**config.mk**
```make
export PLATFORM = sky130hd
export DESIGN_NAME = triangle_driver
export DESIGN_NICKNAME = d
export VERILOG_FILES = /design/src/rtl/triangle_driver.sv
export SDC_FILE = /design/constraint.sdc
export NUM_CORES = 1
export LEC_CHECK = 0
export ABC_AREA = 1
export ABC_CLOCK_PERIOD_IN_PS = 4300
export CORE_MARGIN = 2
export CORE_UTILIZATION = 69
export CTS_CLUSTER_SIZE = 28
export DETAILED_ROUTE_END_ITERATION = 8
export DONT_BUFFER_PORTS = 1
export GPL_TIMING_DRIVEN = 0
export PLACE_DENSITY_LB_ADDON = 0.3
export SLEW_MARGIN = 5
export SYNTH_ARGS = -nofsm -noshare
export SYNTH_HDL_FRONTEND = slang
export SYNTH_SLANG_ARGS = --single-unit
```
**constraint.sdc**
```tcl
create_clock -name clk -period 4.3 [get_ports clk]
set_input_delay 1.075 -clock clk [delete_from_list [all_inputs] [get_ports clk]]
set_output_delay 1.075 -clock clk [all_outputs]
set_load 0.01 [all_outputs]
```
**src/rtl/triangle_driver.sv**
```systemverilog
`default_nettype none
// ============================================================================
// triangle_driver : host-side driver for the triangle rasterizer; sends three
//                   vertices, collects emitted points into an 8x8 bitmap.
// Optional: TRI_DRV_ORDER_CHK_EN flags points arriving out of raster order.
// Revision: 1.0
// ============================================================================
module triangle_driver #(
    parameter int TIMEOUT = 128
) (
    input  logic        clk,
    input  logic        reset,
    input  logic        start,
    input  logic [17:0] vtx,
    input  logic        busy,
    input  logic        po,
    input  logic [2:0]  xo,
    input  logic [2:0]  yo,
    output logic        nt,
    output logic [2:0]  xi,
    output logic [2:0]  yi,
    output logic        ready,
    output logic        done,
    output logic        err,
    output logic [63:0] bitmap,
    output logic [6:0]  count
);

    localparam int            TW     = $clog2(TIMEOUT + 1);
    localparam logic [TW-1:0] T_LAST = TW'(TIMEOUT - 1);

    typedef enum logic [2:0] {
        IDLE      = 3'd0,
        SEND1     = 3'd1,
        SEND2     = 3'd2,
        SEND3     = 3'd3,
        WAIT_BUSY = 3'd4,
        COLLECT   = 3'd5,
        FINISH    = 3'd6
    } state_t;

    state_t        state;
    state_t        state_next;
    logic [TW-1:0] timer;
    logic [11:0]   vtx_hold;
    logic          accept;
    logic          capture;
    logic          new_point;
    logic          timer_last;
    logic          timeout_hit;
    logic          waiting;
    logic [5:0]    idx;
    logic          order_err;

    assign accept     = (state == IDLE) && start;
    assign waiting    = (state == WAIT_BUSY) || (state == COLLECT);
    assign capture    = po && waiting;
    assign idx        = {yo, xo};
    assign new_point  = capture && !bitmap[idx];
    assign timer_last = (timer == T_LAST);

    // ready is gated by reset so every output reads 0 while reset is held
    assign ready = (state == IDLE) && reset;
    assign done  = (state == FINISH);

    always_ff @(posedge clk or negedge reset) begin
        if (!reset) begin
            state <= IDLE;
        end else begin
            state <= state_next;
        end
    end

    always_comb begin
        state_next  = state;
        timeout_hit = 1'b0;
        case (state)
            IDLE:      if (start) state_next = SEND1;
            SEND1:     state_next = SEND2;
            SEND2:     state_next = SEND3;
            SEND3:     state_next = WAIT_BUSY;
            WAIT_BUSY: begin
                if (busy) begin
                    state_next = COLLECT;
                end else if (timer_last) begin
                    timeout_hit = 1'b1;
                    state_next  = FINISH;
                end
            end
            COLLECT: begin
                if (!busy) begin
                    state_next = FINISH;
                end else if (!po && timer_last) begin
                    timeout_hit = 1'b1;
                    state_next  = FINISH;
                end
            end
            FINISH:    state_next = IDLE;
            default:   state_next = IDLE;
        endcase
    end

    // Timer restarts on every state entry and on each point while collecting
    always_ff @(posedge clk or negedge reset) begin
        if (!reset) begin
            timer <= '0;
        end else if (!waiting || (state != state_next) || (state == COLLECT && po)) begin
            timer <= '0;
        end else begin
            timer <= timer + TW'(1);
        end
    end

`ifdef TRI_DRV_ORDER_CHK_EN
    logic [5:0] last_idx;
    logic       have_pt;

    assign order_err = capture && have_pt && (idx <= last_idx);

    always_ff @(posedge clk or negedge reset) begin
        if (!reset) begin
            last_idx <= '0;
            have_pt  <= 1'b0;
        end else if (accept) begin
            last_idx <= '0;
            have_pt  <= 1'b0;
        end else if (capture) begin
            last_idx <= idx;
            have_pt  <= 1'b1;
        end
    end
`else
    assign order_err = 1'b0;
`endif

    always_ff @(posedge clk or negedge reset) begin
        if (!reset) begin
            vtx_hold <= '0;
            nt       <= 1'b0;
            xi       <= '0;
            yi       <= '0;
            err      <= 1'b0;
            bitmap   <= '0;
            count    <= '0;
        end else if (accept) begin
            vtx_hold <= vtx[11:0];
            nt       <= 1'b1;
            xi       <= vtx[17:15];
            yi       <= vtx[14:12];
            err      <= 1'b0;
            bitmap   <= '0;
            count    <= '0;
        end else begin
            case (state)
                SEND1: begin
                    nt <= 1'b0;
                    xi <= vtx_hold[11:9];
                    yi <= vtx_hold[8:6];
                end
                SEND2: begin
                    xi <= vtx_hold[5:3];
                    yi <= vtx_hold[2:0];
                end
                default: ;
            endcase
            if (new_point) begin
                bitmap[idx] <= 1'b1;
                if (count != 7'd64) count <= count + 7'd1;
            end
            if (timeout_hit || order_err) err <= 1'b1;
        end
    end

endmodule
`default_nettype wire

```
==> Word-level counts from Yosys, hierarchy flattened <==
Index checks and enable logic that the tools add are counted.
Widths: inputs -> output; s select.
{ "word_totals": {"output_inout_bits": 81, "regBits": 102, "inputBits": 29, "wordCells": 72} }
{ "op_classes": {"eq_ne": 9, "n_mux": 29, "n_reduce_logical": 20, "n_bitwise": 1, "order_cmp": 2, "n_addsub": 2} }
{ "ops": {"columns": ["op", "n"], "rows": [
  ["$mux 64", 2],
  ["$or 64x64->64", 1],
  ["$mux 3", 7],
  ["$mux 7", 3],
  ["$pmux 3 s6", 1],
  ["$pmux 3 s2", 2],
  ["$mux 1", 10],
  ["$eq 3x3->1 const B", 3],
  ["$add 8x1->8 const B", 1],
  ["$eq 8x7->1 const B", 1],
  ["$mux 8", 1],
  ["$reduce_bool 2->1", 4],
  ["$add 7x1->7 const B", 1],
  ["$logic_and 1x1->1", 7],
  ["$lt 6x7->1 const B", 1],
  ["$ne 7x7->1 const B", 1],
  ["$bmux 1 s6", 1],
  ["$demux 1 s6", 1],
  ["$eq 3x2->1 const B", 2],
  ["$ge 6x1->1 const B", 1],
  ["$eq 3x1->1 const B", 1],
  ["$logic_not 1->1", 3],
  ["$logic_not 3->1", 1],
  ["$logic_or 1x1->1", 3],
  ["4 further kinds", 4]
]} }

==> Depth between registers and ports, before layout <==
Gate-level depths: netlist (run 1).
{ "logic_depth": {"ltp_word": 9, "depth_mapped": 18, "ltp_nobuf": 15} }

==> Least setup slack after synthesis (run 1) <==
No wires, ideal clock.
{ "synth_path": {"kind": "input to register", "from": "input port xo[0]", "to": "register count[2]", "path_stages": 15, "arrival_ns": 2.451, "path_slack_ns": 1.731, "t_required_ns": 4.182, "setup_time_ns": 0.118, "n_path_buf": 3, "path_cell_list": "buf_6 -> inv_4 -> buf_4 -> nand2_1 -> nand3_1 -> nand2_1 -> o21ai_1 -> nand2_1 -> nor2_1 -> nand3_2 -> nand2_2 -> buf_6 -> nand2_1 -> nand2_1 -> nand2_1"} }
{ "synth_via": {"elab_chain_len": 6} }
{ "synth_lines": {"columns": ["item", "line", "source"], "rows": [
  ["start, declared", "17", "input logic [2:0] xo,"],
  ["$bmux 1 s6", "59", "assign new_point = capture && !bitmap[idx];"],
  ["$mux 1 (implied by the code)", "59", null],
  ["$logic_not 1->1", "59", null],
  ["$logic_and 1x1->1", "59", null],
  ["$reduce_bool 2->1 (no source line)", null, null],
  ["$reduce_and 2->1 (no source line)", null, null],
  ["end signal, assigned", "168", "if (count != 7'd64) count <= count + 7'd1;"],
  ["end, declared", "26", "output logic [6:0] count"]
]} }
No other way between the ends. The select of a mux whose other input is x is not followed.
A chain may end at the register's enable or synchronous reset.

==> Worst setup path after layout (run 1) <==
{ "layout_path": {"from": "input port xo[2]", "to": "register bitmap[37]"} }
{ "layout_via": {"elab_chain_len": 7, "elab_cells_between_ends": 13, "cone_classes": "2 x order compare; 6 x mux; 1 x bitwise; 4 x reduce/logical"} }
{ "layout_lines": {"columns": ["item", "line", "source"], "rows": [
  ["$lt 6x7->1 (implied by the code) / $ge 6x1->1 (equally long branches)", "167", "bitmap[idx] <= 1'b1;"],
  ["$logic_and 1x1->1 (implied by the code)", "167", null],
  ["$mux 1 (implied by the code)", "167", null],
  ["$demux 1 s6", "167", null],
  ["$or 64x64->64 (no source line)", null, null],
  ["$mux 64", "166", "if (new_point) begin"],
  ["$mux 64", "145", "end else if (accept) begin"],
  ["end signal, assigned", "143", "bitmap <= '0;"],
  ["end signal, assigned", "151", "bitmap <= '0;"],
  ["end signal, assigned by index", "167", null],
  ["end, declared", "25", "output logic [63:0] bitmap,"]
]} }
Several ways; a longest one is shown, not always the timed one. The select of a mux whose other input is x is not followed.

==> flow_summary.yaml, run 1 <==
synthesis:
  avgSynthCellArea_sq_um: 7.03
  ys_seq_elements: 102
  yosysSeqAreaShare_pct: 43.4
  syn_inst: 837
  yosys.cell_types.count: 33
  post_synthesis_net_count: 869
  synth_area_sq_um: 5880
  synthesis.yosys.warnings: 0
placement:
  dpl.cell_count: 942
  place.detailed.hpwl_um: 11800
  gp_routability_congestion: 0.980
  numPortBuffers: 0
global_routing:
  grt_pass1_wl_um: 26700
  antenna_found_initial: 0
  first_global_vias: 5512
  grt_util_all_layers_pct: 37.7
  grt_overflow_total: 0
  grt_start_max_net_pins: 104
timing:
  final.period_utilization_pct: 68.3
  max_slew.worst_pin.slew_ps: 973
  setup_repair_after_global_routing_missed_its_margin: "false"
  final-max-slew-violation-count: 0
  setup_total_negative_slack_ps: 0
  setup_viol_count_final: 0
  timing.hold.ws_ps: 381
  hold_viol: 0
  post-route-min-period_ps: 2930
  remaining_max_slew_budget_at_the_tightest_pin_pct: 34.9
  fmaxAchievable_mhz: 341
  clock_skew_ps: 17.0
power:
  max-vdd-ir-drop_uv: 361
  p_leak_nw: 3.21
  p_per_area_nw_per_um2: 567
  totalPowerFinal_mw: 3.51
finish:
  antenna_cells: 0
  finalNonFillerCells: 958
  fillerInstances: 661
  area_taken_by_multi_input_logic_gates_sq_um: 2800
  area_delta_synth_final_pct: 5.47
  layout_common_cells: "nand2_1 (308), dfrtp_1 (102), nand3_1 (90)"
  layout_commonest_cell: "nand2_1"
  num-nets-final: 880
  sequential_cell_area_sq_um: 2550
  drive_gt1_share_pct: 6.45
  finish.utilization_pct: 75.1
detailed_routing:
  detail_routed_net_length_per_standard_cell_um: 17.5
  drt_iter0_markers: 612
  drtPass1Iterations: 6
  routed_wl_um: 16800
  route.vias.total: 5890
  via_per_instance_ratio: 6.15
  postRouteAntennaNets: 0
  drt_drc_violations_left: 0
clocking:
  cts-buffers-inserted: 9
  cts.sink_count: 102
  number_of_buffers_on_the_longest_clock_path: 2
  tritoncts_clock_tree: "built"
  clk_root_buffer_cell: "clkbuf_8"
  hold_buffers: 0
  clkSlewWorstSetupHoldPaths_ps: 110
  worstSkewPairLatency_ps: 370
  htree_num_levels: 3
  post_cts.repair.setup_buffers: 0
  post_cts_resize_count: 0
critical_path:
  path_buf_inv: 4
  worstReg2RegStart: "state[1]$_DFF_PN0_"
  reg2regPathDepth: 7
  cp_num_cells: 9
  crit-reg2reg-capture: "vtx_hold[4]$_DFFE_PN0P_"
  critPathArrivalTime_ps: 3240
  crit_family: "simple AND/OR/NAND/NOR gates"
  worst-endpoint-required_ps: 4610
  setup.worst_path.start: "xo[2]"
  critical_path.cell_chain: "buf_2 -> inv_1 -> nor2_1 -> inv_1 -> nor2_1 -> inv_1 -> o21ai_0 -> nand3_1 -> nand2_1"
  setup.worst_path.end_class: "register"
  critical_path.slowest_cell: "nor2_1"
  slowest_delay_ps: 620
  timing_worst_setup_path_type: "primary input to register"
  critical_path.startpoint_type: "primary input"
  r2r_slack_ps: 1960
  setup.worst_path.end: "bitmap[37]$_DFFE_PN0P_"
  worst-path-max-fanout: 8
  crit_top_cell: "inv_1"
floorplanning:
  chipHeight_um: 96.3
  initial_utilization_pct: 71.2
  design.die.area_sq_um: 9280
  floorplan.die.width_um: 96.3
  pin_count: 110
  design.core.area_sq_um: 8260
  placementRows: 33
job:
  number_of_maximum_capacitance_violations: 0
min_path:
  worst_hold_path_type: "primary input to async pin"
status:
  outcome: "completed"
==> metal layers <==
layer | share of wire, % | vias up | GRT usage (%)
met1 | 39 | 2699 | 50.9
met2 | 44 | 423 | 56.4
li1 | - | 2684 | -
met4 | 4.5 | 0 | 18.7
met3 | 12 | 84 | 9.95
met5 | 0 | - | 0
==> cell usage after synthesis (all sizes together) <==
library cell | number | area share (%)
mux2 | 6 | 1.1
o21bai | 7 | 0.89
or2 | 1 | 0.11
a21oi | 49 | 4.2
o211ai | 3 | 0.38
nor3 | 18 | 2.3
a21boi | 1 | 0.13
xnor2 | 4 | 0.60
and3 | 1 | 0.11
nand3 | 91 | 7.8
nor2 | 50 | 3.2
o21ai | 59 | 5.0
nand2 | 309 | 20
dfrtp | 102 | 43
nor3b | 1 | 0.13
inv | 82 | 5.3
buf | 20 | 2.4
a31oi | 1 | 0.11
xor2 | 4 | 0.60
nand3b | 1 | 0.13
clkbuf | 20 | 1.3
ha | 3 | 0.64
nand4 | 4 | 0.43
==> worst min path at each step <==
stage / from / end / slack [ps]
CTS: reset / yi[2]$_DFFE_PN0P_ / 380
global route: reset / timer[5]$_DFF_PN0_ / 370
global placement: timer[0]$_DFF_PN0_ / timer[0]$_DFF_PN0_ / 460
floorplan: timer[0]$_DFF_PN0_ / timer[0]$_DFF_PN0_ / 440
finish: reset / bitmap[41]$_DFFE_PN0P_ / 380
detailed placement: timer[0]$_DFF_PN0_ / timer[0]$_DFF_PN0_ / 460
==> logic make-up after synthesis <==
logic type / count (synthesis) / share of synthesized area (%)
AO/OA/AOI/OAI: 120 / 10.7
XOR/XNOR: 8 / 1.19
adder cells (fa/ha/maj): 3 / 0.638
buffers and inverters: 122 / 8.98
flip-flops: 102 / 43.4
multiplexers: 6 / 1.15
AND/OR/NAND/NOR: 476 / 34.0
==> where the power goes <==
group	switching, mW	internal [mW]
clock	0.344	0.269
sequential	0.347	1.23
combinational	0.885	0.441
total	1.58	1.94
==> final cells by class <==
class / count / share of cell area [%]
well taps: 105 / 2.12
flip-flops and latches: 102 / 41.1
clock inverters: 6 / 1.01
multi-input cells: 613 / 45.2
plain buffers: 40 / 3.51
clock buffers: 10 / 2.06
inverters: 82 / 5.00
==> state kept, by name, summed over array words and instances (netlist names) <==
| register | count |
|---|---|
| bitmap | 64 |
| vtx_hold | 12 |
| timer | 8 |
| count | 7 |
| state | 3 |
| xi | 3 |
| yi | 3 |
| err | 1 |
| nt | 1 |
==> per-stage QoR <==
| stage | setup WS (ps) | instance area (sq um) |
|---|---|---|
| after floorplan | 1730 | 5880 |
| after global placement | 1190 | 6010 |
| after detailed placement | 1150 | 6010 |
| after CTS | 1540 | 6200 |
| after global routing | 1300 | 6200 |
| final | 1370 | 6200 |
Power figures use the tool's default switching activity.
==> run 2, diff against run 1 <==
--- a/config.mk
+++ b/config.mk
@@ -5,10 +5,10 @@
 export SDC_FILE = /design/constraint.sdc
 export NUM_CORES = 1
 export LEC_CHECK = 0
-export ABC_AREA = 1
-export ABC_CLOCK_PERIOD_IN_PS = 4300
+export ABC_AREA = 0
+export ABC_CLOCK_PERIOD_IN_PS = 3000
 export CORE_MARGIN = 2
-export CORE_UTILIZATION = 69
+export CORE_UTILIZATION = 63
 export CTS_CLUSTER_SIZE = 28
 export DETAILED_ROUTE_END_ITERATION = 8
 export DONT_BUFFER_PORTS = 1
==> constraint.sdc (replaced) <==
create_clock -name clk -period 3 [get_ports clk]
set_input_delay 0.75 -clock clk [delete_from_list [all_inputs] [get_ports clk]]
set_output_delay 0.75 -clock clk [all_outputs]
set_load 0.01 [all_outputs]
==> run 2 against run 1 <==
- first-iteration DRC count fell by 51%
- clock power up 34%
- critical path depth did not move
- critical endpoint is now count[4]$_DFFE_PN0P_
- cell area is 16% lower
- sequential power is 10% higher
- critical path type unchanged
- largest cell class is now flip-flops and latches
==> flow_summary.yaml, run 2 <==
global_routing:
  first_global_vias: 3799
  grt_util_all_layers_pct: 30.5
  grt_overflow_total: 0
  antenna_found_initial: 0
  grt_pass1_wl_um: 19900
  grt_start_max_net_pins: 104
timing:
  hold_viol: 0
  remaining_max_slew_budget_at_the_tightest_pin_pct: 44.2
  postLayoutSetupSlackWorst_ps: 387
  clock_skew_ps: 9.88
  max_slew.worst_pin.slew_ps: 833
  post-route-min-period_ps: 2610
  setup_total_negative_slack_ps: 0
  setup_repair_after_global_routing_missed_its_margin: "false"
  fmaxAchievable_mhz: 383
  final-max-slew-violation-count: 0
  setup_viol_count_final: 0
  final.period_utilization_pct: 87.1
clocking:
  tritoncts_clock_tree: "built"
  htree_num_levels: 3
  cts.sink_count: 102
  worstSkewPairLatency_ps: 370
  number_of_buffers_on_the_longest_clock_path: 2
  hold_buffers: 0
  post_cts_resize_count: 0
  clkSlewWorstSetupHoldPaths_ps: 100
  post_cts.repair.setup_buffers: 0
  clk_root_buffer_cell: "clkbuf_8"
  cts-buffers-inserted: 9
power:
  p_leak_nw: 2.34
  share_of_total_power_in_sequential_cells_pct: 50.7
  switching_share_pct: 36.0
  p_int_mw: 2.20
  p_per_area_nw_per_um2: 663
  share_clk_of_total_power_pct: 24.0
  combinationalPowerShare_pct: 25.3
  power.switching_mw: 1.24
  max-vdd-ir-drop_uv: 349
synthesis:
  yosys.cell_types.count: 59
  synth_top_cells_by_area: "dfrtp_1 (52%), nand2_1 (10%), o21ai_0 (7.7%)"
  share_of_async_settable_or_async_resettable_flops_after_synthesis_pct: 100
  synth_top_area_share_pct: 52.3
  avgSynthCellArea_sq_um: 9.55
  yosysSeqAreaShare_pct: 52.3
  synthFlopType: "dfrtp_1"
  synth_most_common_cell: "nand2_1"
  synthesis.yosys.warnings: 0
  ys_seq_elements: 102
  synth_commonest_cells: "nand2_1 (135), dfrtp_1 (102), o21ai_0 (75)"
  synth_edf_count: 0
  post-synth-top-area-cell: "dfrtp_1"
  synth_area_sq_um: 4880
  syn_inst: 511
  post_synthesis_net_count: 543
critical_path:
  timing_worst_setup_path_type: "primary input to register"
  worst-path-max-fanout: 10
  worst-endpoint-required_ps: 3300
  critPathArrivalTime_ps: 2910
  setup.worst_path.end_class: "register"
  critical_path.startpoint_type: "primary input"
floorplanning:
  chipHeight_um: 92.0
  pin_count: 110
  floorplan.die.width_um: 92.0
  initial_utilization_pct: 64.1
  design.core.area_sq_um: 7610
  design.die.area_sq_um: 8460
  placementRows: 32
finish:
  largest_register: "bitmap"
  largest_reg_flops: 64
  area_delta_synth_final_pct: 6.39
  largest_registers_in_the_final_layout: "bitmap (64), vtx_hold (12), timer (8)"
  finish.utilization_pct: 68.2
  fillerInstances: 598
  antenna_cells: 0
  layout_common_cells: "nand2_1 (135), dfrtp_1 (102), o21ai_0 (75)"
  layout_commonest_cell: "nand2_1"
  drive_gt1_share_pct: 9.30
  num-nets-final: 554
detailed_routing:
  route.vias.total: 3899
  via_per_instance_ratio: 6.20
  detail_routed_net_length_per_standard_cell_um: 19.7
  drtPass1Iterations: 5
  drt_iter0_markers: 298
  drt_drc_violations_left: 0
  routed_wl_um: 12400
  postRouteAntennaNets: 0
status:
  outcome: "completed"
job:
  number_of_maximum_capacitance_violations: 0
placement:
  post-place-ws_ps: 63.4
  gp_routability_congestion: 0.985
  numPortBuffers: 0
  place.detailed.hpwl_um: 8670
min_path:
  worst_hold_path_type: "primary input to async pin"
-- run 2: changes by cell type in the layout (fill, tap and decap cells not counted), moves of 5 or more --
cell      previous run  this run
buf_2                9         1
nor3_1              13         1
clkbuf_1            21        15
inv_1               74        11
a21oi_1             49        18
nand2_1            308       135
o21bai_1             7         0
nand3_1             90        18
mux2i_1              0        25
inv_2                7         0
o21ai_1              5         0
o21ai_0             54        75
nor2_1              50        24
-- run 2: layer usage --
layer | share of wire, % | routed length [um] | up-vias | GRT usage, %
met5 | 0 | 0 | - | 0
met4 | 2.8 | 349 | 0 | 11.1
met3 | 11 | 1330 | 30 | 10.3
met2 | 47 | 5820 | 202 | 46.6
met1 | 39 | 4890 | 1887 | 41.0
li1 | - | - | 1780 | -
-- run 2: cells by family after synthesis --
family / share of synthesized area [%]
buffers and inverters: 4.03
AO/OA/AOI/OAI: 14.0
flip-flops: 52.3
adder cells (fa/ha/maj): 0.770
XOR/XNOR: 1.26
multiplexers: 7.98
AND/OR/NAND/NOR: 19.7
-- run 2: through the flow --
step / hold slack, ps / cell area, sq um / cells / total power, mW
after floorplan: 445 / 4880 / 511 / 2.40
after global placement: 458 / 5010 / 613 / 2.58
after detailed placement: 457 / 5010 / 613 / 2.63
after CTS: 58.2 / 5190 / 629 / 3.43
after global routing: 37.4 / 5190 / 629 / 3.64
final: 59.4 / 5190 / 629 / 3.44
-- run 2: layout make-up --
cell class	count	area (sq um)	share of cell area, %
Inverter	11	41.3	0.796
Multi-Input combinational cell	374	2130	41.0
Sequential cell	102	2550	49.2
Buffer	24	155	2.99
Tap cell	102	128	2.46
Clock buffer	11	141	2.72
Clock inverter	5	42.5	0.820
-- run 2: final timing paths --
path / end / from / slack (ps) / cells after the start
hold / removal: count[6]$_DFFE_PN0P_ / reset / 60 / 0
max in group asynchronous: bitmap[46]$_DFFE_PN0P_ / reset / 2750 / 0
setup / recovery: count[4]$_DFFE_PN0P_ / xo[1] / 390 / 9
setup reg to reg: bitmap[63]$_DFFE_PN0P_ / state[1]$_DFF_PN0_ / 450 / 8
hold reg to reg: vtx_hold[7]$_DFFE_PN0P_ / vtx_hold[7]$_DFFE_PN0P_ / 490 / 2
min in group clk: vtx_hold[1]$_DFFE_PN0P_ / vtx[1] / 480 / 2
-- run 2: worst max-delay path: stages --
cell and delay [ps]:
buf_6 140, clkbuf_8 200, mux2i_1 210, o32ai_1 90, o311a_1 340, a311oi_2 330, nand4_1 280, or3_1 420
a21oi_1 140
-- run 2: power groups by stage --
stage               sequential [mW]  clock, mW  combinational, mW
finish                         1.74      0.824              0.871
global route                   1.77      0.887              0.985
CTS                            1.74      0.821              0.862
detailed placement             1.77          0              0.860
global placement               1.76          0              0.826
floorplan                      1.73          0              0.667
